**config.mk**
```make
export PLATFORM = sky130hd
export DESIGN_NAME = serial_rcv_block
export DESIGN_NICKNAME = d
export VERILOG_FILES = /design/src/rtl/serial_rcv_block.sv
export SDC_FILE = /design/constraint.sdc
export NUM_CORES = 1
export LEC_CHECK = 0
export CORE_ASPECT_RATIO = 0.5
export CORE_MARGIN = 1
export CORE_UTILIZATION = 35
export CTS_CLUSTER_SIZE = 16
export DETAILED_ROUTE_END_ITERATION = 7
export PLACE_DENSITY = 0.61
export SYNTH_ARGS = -nofsm -noshare
export SYNTH_HDL_FRONTEND = slang
export SYNTH_SLANG_ARGS = --single-unit
```
**constraint.sdc**
```tcl
create_clock -name clk -period 2.2 [get_ports clk]
set_input_delay 0.22 -clock clk [delete_from_list [all_inputs] [get_ports clk]]
set_output_delay 0.22 -clock clk [all_outputs]
set_load 0.03 [all_outputs]
```
**src/rtl/serial_rcv_block.sv**
```systemverilog
// Serial receiver: start/data/stop frames on an idle-high line are reassembled
// into parallel words held in a one-word output buffer with status flags.
module serial_rcv_block #(
   parameter int unsigned NUM_DATA_BITS = 8,
   parameter int unsigned CLKS_PER_BIT  = 10,
   parameter bit          SHIFT_MSB     = 1'b0
) (
   input  logic                     clk,
   input  logic                     n_rst,
   input  logic                     serial_in,
   input  logic                     data_read,
   output logic [NUM_DATA_BITS-1:0] rx_data,
   output logic                     data_ready,
   output logic                     overrun_error,
   output logic                     framing_error
);

   localparam int unsigned CNT_W = $clog2(CLKS_PER_BIT);
   localparam int unsigned BIT_W = $clog2(NUM_DATA_BITS + 2);
   localparam int unsigned HALF  = CLKS_PER_BIT / 2;

   localparam logic [2:0] ST_IDLE  = 3'd0;
   localparam logic [2:0] ST_START = 3'd1;
   localparam logic [2:0] ST_DATA  = 3'd2;
   localparam logic [2:0] ST_STOP  = 3'd3;
   localparam logic [2:0] ST_LOAD  = 3'd4;

   logic                     r_sync1;
   logic                     r_sync2;
   logic                     r_s_prev;
   logic [1:0]               r_fill;
   logic [2:0]               r_state;
   logic [CNT_W-1:0]         r_clk_cnt;
   logic [BIT_W-1:0]         r_bit_cnt;
   logic [NUM_DATA_BITS-1:0] r_shift;
   logic                     r_stop_bit;

   logic [2:0] w_next_state;
   logic       w_s;
   logic       w_start_edge;
   logic       w_half_tick;
   logic       w_full_tick;
   logic       w_cnt_clr;
   logic       w_commit;
   logic       w_frame_err;

   assign w_s = r_sync2;

   // Edge detection is held off until s and s_prev carry real line samples,
   // so a frame in flight at reset release waits for its next falling edge.
   assign w_start_edge = (r_state == ST_IDLE) && (r_fill == 2'd3) && r_s_prev && !w_s;
   assign w_half_tick  = (r_clk_cnt == CNT_W'(HALF - 1));
   assign w_full_tick  = (r_clk_cnt == CNT_W'(CLKS_PER_BIT - 1));
   assign w_commit     = (r_state == ST_LOAD) && r_stop_bit;
   assign w_frame_err  = (r_state == ST_LOAD) && !r_stop_bit;

   // Input synchronizer, previous-value flop and post-reset fill counter
   always_ff @(posedge clk or negedge n_rst) begin
      if (!n_rst) begin
         r_sync1  <= 1'b1;
         r_sync2  <= 1'b1;
         r_s_prev <= 1'b1;
         r_fill   <= 2'd0;
      end else begin
         r_sync1  <= serial_in;
         r_sync2  <= r_sync1;
         r_s_prev <= r_sync2;
         if (r_fill != 2'd3) begin
            r_fill <= r_fill + 2'd1;
         end
      end
   end

   // FSM state register
   always_ff @(posedge clk or negedge n_rst) begin
      if (!n_rst) begin
         r_state <= ST_IDLE;
      end else begin
         r_state <= w_next_state;
      end
   end

   // Next-state logic and bit-timer restart
   always_comb begin
      w_next_state = r_state;
      w_cnt_clr    = 1'b0;
      case (r_state)
         ST_IDLE: begin
            w_cnt_clr = 1'b1;
            if (w_start_edge) begin
               w_next_state = ST_START;
            end
         end
         ST_START: begin
            if (w_half_tick) begin
               w_cnt_clr    = 1'b1;
               w_next_state = w_s ? ST_IDLE : ST_DATA;
            end
         end
         ST_DATA: begin
            if (w_full_tick) begin
               w_cnt_clr = 1'b1;
               if (r_bit_cnt == BIT_W'(NUM_DATA_BITS - 1)) begin
                  w_next_state = ST_STOP;
               end
            end
         end
         ST_STOP: begin
            if (w_full_tick) begin
               w_cnt_clr    = 1'b1;
               w_next_state = ST_LOAD;
            end
         end
         ST_LOAD: begin
            w_cnt_clr    = 1'b1;
            w_next_state = ST_IDLE;
         end
         default: begin
            w_cnt_clr    = 1'b1;
            w_next_state = ST_IDLE;
         end
      endcase
   end

   // Bit timing, data bit count, shift register and stop-bit capture
   always_ff @(posedge clk or negedge n_rst) begin
      if (!n_rst) begin
         r_clk_cnt  <= '0;
         r_bit_cnt  <= '0;
         r_shift    <= '0;
         r_stop_bit <= 1'b0;
      end else begin
         r_clk_cnt <= w_cnt_clr ? '0 : r_clk_cnt + CNT_W'(1);
         if (r_state == ST_IDLE || r_state == ST_START) begin
            r_bit_cnt <= '0;
         end else if (r_state == ST_DATA && w_full_tick) begin
            r_bit_cnt <= r_bit_cnt + BIT_W'(1);
            if (SHIFT_MSB) begin
               r_shift <= {r_shift[NUM_DATA_BITS-2:0], w_s};
            end else begin
               r_shift <= {w_s, r_shift[NUM_DATA_BITS-1:1]};
            end
         end
         if (r_state == ST_STOP && w_full_tick) begin
            r_stop_bit <= w_s;
         end
      end
   end

   // Output buffer and status flags; a committing LOAD takes priority over data_read
   always_ff @(posedge clk or negedge n_rst) begin
      if (!n_rst) begin
         rx_data       <= '1;
         data_ready    <= 1'b0;
         overrun_error <= 1'b0;
         framing_error <= 1'b0;
      end else begin
         if (w_commit) begin
            rx_data       <= r_shift;
            data_ready    <= 1'b1;
            overrun_error <= (data_ready && !data_read) || (overrun_error && !data_read);
         end else if (data_read && data_ready) begin
            data_ready    <= 1'b0;
            overrun_error <= 1'b0;
         end
         if (w_commit) begin
            framing_error <= 1'b0;
         end else if (w_frame_err) begin
            framing_error <= 1'b1;
         end else if (w_start_edge) begin
            framing_error <= 1'b0;
         end
      end
   end

endmodule

```
==> impl_metrics.tcl, run 1 <==
set metrics [dict create \
    grt_pass1_vias 920 \
    postCtsHoldBufs 0 \
    startpoint_type "flop" \
    die_y_um 49.08 \
    drv_cap 0 \
    hpwl_mm 1.630 \
    yosysWarnings 0 \
    ir_drop_mv 0.3989 \
    die-area_mm2 0.004719 \
    area_delta_synth_final_pct 17.90 \
    drt_pass1_iterations 4 \
    arrival_ns 1.49 \
    fin_crit_ns 1.707 \
    p_total_w 0.001470 \
    synth_cell_types 32 \
    async_reset_ff_share_pct 100.0 \
    cts_buffers 5 \
    synth_top_area_share_pct 40.32 \
    yosysMostFrequentCell "dfrtp_1" \
    max-clock-path-buffers 2 \
    diodes 0 \
    root_buffer "clkbuf_8" \
    gr-total-overflow 0 \
    worst_r2r_path_depth 5 \
    h-tree-depth 2 \
    drive_above_1_share_pct 29.85 \
    fin_setup_tns_ns 0 \
    busiest_layer "met2" \
    met1_usage_pct 17.72 \
    slowest_delay_ns 0.67 \
    yosysSeqAreaShare_pct 58.95 \
    worst_pin_slew_ns 0.4826 \
    yosys.area.top_type "dfrtp_1" \
    pin_count 15 \
    numPortBuffers 14 \
    cp_num_buf_inv 1 \
    period_share_pct 77.59 \
    syn_inst 115 \
    cts_resized 0 \
    via_per_inst 4.750 \
    antenna_found_initial 0 \
    endpoint_kind "output port" \
    slew_headroom_pct 67.82 \
    rrSetupSlack_ns 0.61 \
    synth_nets 124 \
    cp_cell_sequence "clkdlybuf4s50_1" \
    slew_violations 0 \
    stdcell_area_mm2 0.001829 \
    wl_per_cell_um 13.45 \
    rr_endpoint "r_stop_bit" \
    netlist_area_mm2 0.001551 \
    status "finished clean" \
    ant_nets 0 \
    p_leak_nw 0.8427 \
    netlist_top_cells_area "dfrtp_1 (40%), dfstp_2 (19%), mux2_2 (12%)" \
    grt_setup_unrepaired "no" \
    clock_sinks 36 \
    wirelength_mm 2.528 \
    max_freq_mhz 585.8 \
    cpMaxStageDelayCell "clkdlybuf4s50_1" \
    row_count 16 \
    synth-main-ff-cell "dfrtp_1" \
    start_util_pct 38.18 \
    place_area_mm2 0.001735 \
    vias 893 \
    core-area_mm2 0.004064 \
    r2r-start "r_clk_cnt[1]" \
    critical_path_peak_fanout 2 \
    cts_tree "done" \
    powerDensity_mw_per_mm2 803.8 \
    hold_class "input port to async pin" \
    finalWeightedCongestion 0.7058 \
    synth_edf_count 0 \
    met3_usage_pct 3.738 \
    synthTopCellsByCount "dfrtp_1 (25), mux2_2 (17), dfstp_2 (11), nor2_1 (7), inv_1 (6)" \
    post-cts-setup-buffers 0 \
    cp.required_ns 1.98 \
    grt_usage_pct 13.32 \
    skew_ns 0.006623 \
    clk_pin_slew_ns 0.07 \
    ys_ff_latch 36 \
    report.final.setup_viol 0 \
    drc 0 \
    fin_nets 142 \
    crit_family "buffers and inverters" \
    worstSkewPairLatency_ns 0.29 \
    final_hold_viol_count 0 \
    drt-initial-drc-count 57 \
    criticalPathCategory "flop to output port" \
    grt_use_met2_pct 18.79 \
    syn_area_per_cell_um2 13.49 \
    grt_pass1_wl_mm 4.505 \
    die_w_um 96.16 \
    grt_max_degree 37 \
]
==> registers in the layout (all words and copies together), names as in the netlist <==
| name | cells |
|---|---|
| data_ready | 1 |
| framing_error | 1 |
| overrun_error | 1 |
| r_bit_cnt | 4 |
| r_clk_cnt | 4 |
| r_fill | 2 |
| r_s_prev | 1 |
| r_shift | 8 |
| r_state | 3 |
| r_stop_bit | 1 |
| r_sync1 | 1 |
| r_sync2 | 1 |
| rx_data | 8 |
==> cells in the final DEF (no fill, tap or decap), types with 2 or more instances in the layout <==
master           count
dfrtp_1             25
mux2_2              17
clkdlybuf4s50_1     14
dfstp_2             11
nor2_1               7
inv_1                6
clkbuf_8             6
ha_1                 5
nand3b_1             4
o21ai_0              4
mux2i_1              4
nand3_1              3
nor2b_1              2
xnor2_1              2
nand2_1              2
o31ai_1              2
and3_1               2
a21oi_1              2
==> area by class of cell <==
class	count	area, um^2
sequential	36	914.6
fill	378	2235
clock inverter	1	7.507
inverter	6	22.52
timing repair buffer	15	147.6
clock buffer	7	86.33
multi-input combinational	69	583.1
tap	54	67.56
==> worst max path at each step <==
stage                 startpoint    endpoint  slack [ns]  depth (start not counted)
global route          rx_data[7]  rx_data[7]        0.45                          1
CTS                   rx_data[6]  rx_data[6]        0.47                          1
global placement    r_clk_cnt[1]  r_stop_bit        0.67                          5
detailed placement  r_clk_cnt[1]  r_stop_bit        0.61                          5
floorplan           r_clk_cnt[1]  r_stop_bit        0.70                          5
finish                rx_data[3]  rx_data[3]        0.49                          1
==> logic make-up after synthesis <==
group	count (synthesis)	synth area share [%]
adder cells (fa/ha/maj)	5	4.032
AND/OR/NAND/NOR	26	10.97
multiplexers	22	15.64
flip-flops	36	58.95
buffers and inverters	10	3.467
XOR/XNOR	3	1.694
AO/OA/AOI/OAI	13	5.243
==> stage by stage <==
stage                     worst slack [ns]  cells  utilization, %  hold slack, ns
final                               0.4929    188           45.01          0.3375
after global routing                0.4485    188           45.01          0.3316
after CTS                           0.4701    188           45.01          0.3266
after detailed placement            0.6146    180           42.70          0.3473
after global placement              0.6709    180           42.70          0.3456
after floorplan                     0.6987    115               -        -0.07559
==> power breakdown <==
part / switching [W] / internal (W)
sequential: 0.0000696 / 0.000709
clock: 0.000238 / 0.000254
combinational: 0.000117 / 0.0000822
==> metal layers <==
layer | vias up | wire, um
met2 | 14 | 1080
met5 | - | 0
met3 | 7 | 79
li1 | 440 | -
met4 | 0 | 76
met1 | 432 | 1291
Power figures use the tool's default switching activity.
==> run 2: changes to the inputs <==
Clock period 2.2 ns to 1.7 ns, I/O delays scaled along.
==> run 2 against run 1 <==
  * First-iteration DRC count shrank 53%
  * Via count grew 1.9%
  * Power grew 32%
  * Setup slack lost 0.44 ns
  * Non-clock buffer count grew 3
  * Core utilization grew 0.55 points
==> impl_metrics.tcl, run 2 (synthesis gave the netlist of run 1 again) <==
set metrics [dict create \
    arrival_ns 1.48 \
    drv_cap 0 \
    crit_family "buffers and inverters" \
    slowest_delay_ns 0.66 \
    cts_tree "done" \
    gr-total-overflow 0 \
    ir_drop_mv 0.4246 \
    startpoint_type "flop" \
    powerDensity_mw_per_mm2 1047 \
    fin_setup_tns_ns 0 \
    cts_buffers 5 \
    worst_r2r_path_depth 5 \
    critical_path_peak_fanout 2 \
    finalWeightedCongestion 0.7401 \
    seqPwrFrac_pct 51.1 \
    drc 0 \
    reg.largest.list "r_shift: 8 flops, rx_data: 8 flops" \
    cpMaxStageDelayCell "clkdlybuf4s50_1" \
    die-area_mm2 0.004719 \
    hpwl_mm 1.677 \
    endpoint_kind "output port" \
    start_util_pct 38.18 \
    clock_sinks 36 \
    numPortBuffers 14 \
    vias 910 \
    hold_class "input port to async pin" \
    switching_share_pct 28.42 \
    period_share_pct 96.89 \
    root_buffer "clkbuf_8" \
    p_clk_share_pct 32.3 \
    status "finished clean" \
    final_cells 191 \
    fin_crit_ns 1.647 \
    skew_ns 0.006050 \
    max-clock-path-buffers 2 \
    drt_pass1_iterations 3 \
    post-cts-setup-buffers 0 \
    worst_pin_slew_ns 0.4510 \
    area_delta_synth_final_pct 19.36 \
    slew_headroom_pct 69.93 \
    grt_setup_unrepaired "no" \
    cp_cell_sequence "clkdlybuf4s50_1" \
    criticalPathCategory "flop to output port" \
    rrSetupSlack_ns 0.12 \
    fin_nets 145 \
    postCtsHoldBufs 0 \
    ant_nets 0 \
    drt-initial-drc-count 27 \
    diodes 0 \
    final_common_cell "dfrtp_1" \
    p_leak_nw 0.8581 \
    core-area_mm2 0.004064 \
    p_int_w 0.001388 \
    crit_cells 1 \
    pin_count 15 \
    grt_pass1_vias 961 \
    grt_usage_pct 12.87 \
    final_cell_mix "dfrtp_1 (25), mux2_2 (17), clkdlybuf4s50_1 (14), dfstp_2 (11), nor2_1 (7)" \
    die_w_um 96.16 \
    grt_pass1_wl_mm 4.478 \
    placed_cells 183 \
    cts_resized 0 \
    cp.required_ns 1.53 \
    slew_violations 0 \
    max_freq_mhz 607.1 \
    die_y_um 49.08 \
    switchingPower_w 0.0005511 \
    final_hold_viol_count 0 \
    antenna_found_initial 0 \
    cp_num_buf_inv 1 \
    h-tree-depth 2 \
    drive_above_1_share_pct 31.39 \
    via_per_inst 4.764 \
    row_count 16 \
    worstSkewPairLatency_ns 0.28 \
    utilization_pct 45.57 \
    report.final.setup_viol 0 \
    grt_max_degree 37 \
    wl_per_cell_um 13.20 \
    wirelength_mm 2.522 \
    combPwrFrac_pct 16.6 \
    clk_pin_slew_ns 0.07 \
]
[run 2: changes by cell type in the layout (fill, tap and decap cells not counted)]
cell,previous run,this run
buf_4,1,4
[run 2: layout make-up]
type | count | area, um^2
repair buffers | 18 | 170.2
flip-flops and latches | 36 | 914.6
multi-input cells | 69 | 583.1
clock inverters | 1 | 7.507
inverters | 6 | 22.52
well taps | 54 | 67.56
clock buffers | 7 | 86.33
fillers | 371 | 2212
[run 2: layer usage]
| layer | global-route usage, % | wire (um) | up-vias |
|---|---|---|---|
| met1 | 16.18 | 1275 | 448 |
| met4 | 6.716 | 34 | 0 |
| met2 | 19.74 | 1138 | 11 |
| li1 | - | - | 446 |
| met3 | 4.206 | 73 | 5 |
| met5 | 0 | 0 | - |
[run 2: path summary, 6_finish.rpt]
check                              from    endpoint
max                          rx_data[6]  rx_data[6]
min                               n_rst  r_shift[6]
max reg2reg                r_clk_cnt[1]  r_stop_bit
min reg2reg                     r_sync1     r_sync2
max in group asynchronous         n_rst  rx_data[0]
min in group clk              serial_in     r_sync1
[run 2: per-stage QoR]
stage          total power (W)  cell area (um^2)  hold slack, ns  worst slack (ns)
2_1_floorplan         0.001220              1551         -0.1256            0.1987
3_3_place_gp          0.001323              1758          0.3458            0.1705
3_5_place_dp          0.001329              1758          0.3500            0.1181
4_1_cts               0.001959              1852          0.3001           0.03894
5_1_grt               0.002069              1852          0.2865          0.001056
6_report              0.001939              1852          0.3019           0.05287
[run 2: power by group through the flow]
stage	registers, W	logic, W	clock network, W
after global placement	0.00100	0.000318	0
after detailed placement	0.00101	0.000324	0
after CTS	0.000990	0.000326	0.000644
final	0.000991	0.000321	0.000627
after floorplan	0.000968	0.000252	0
after global routing	0.00100	0.000366	0.000699
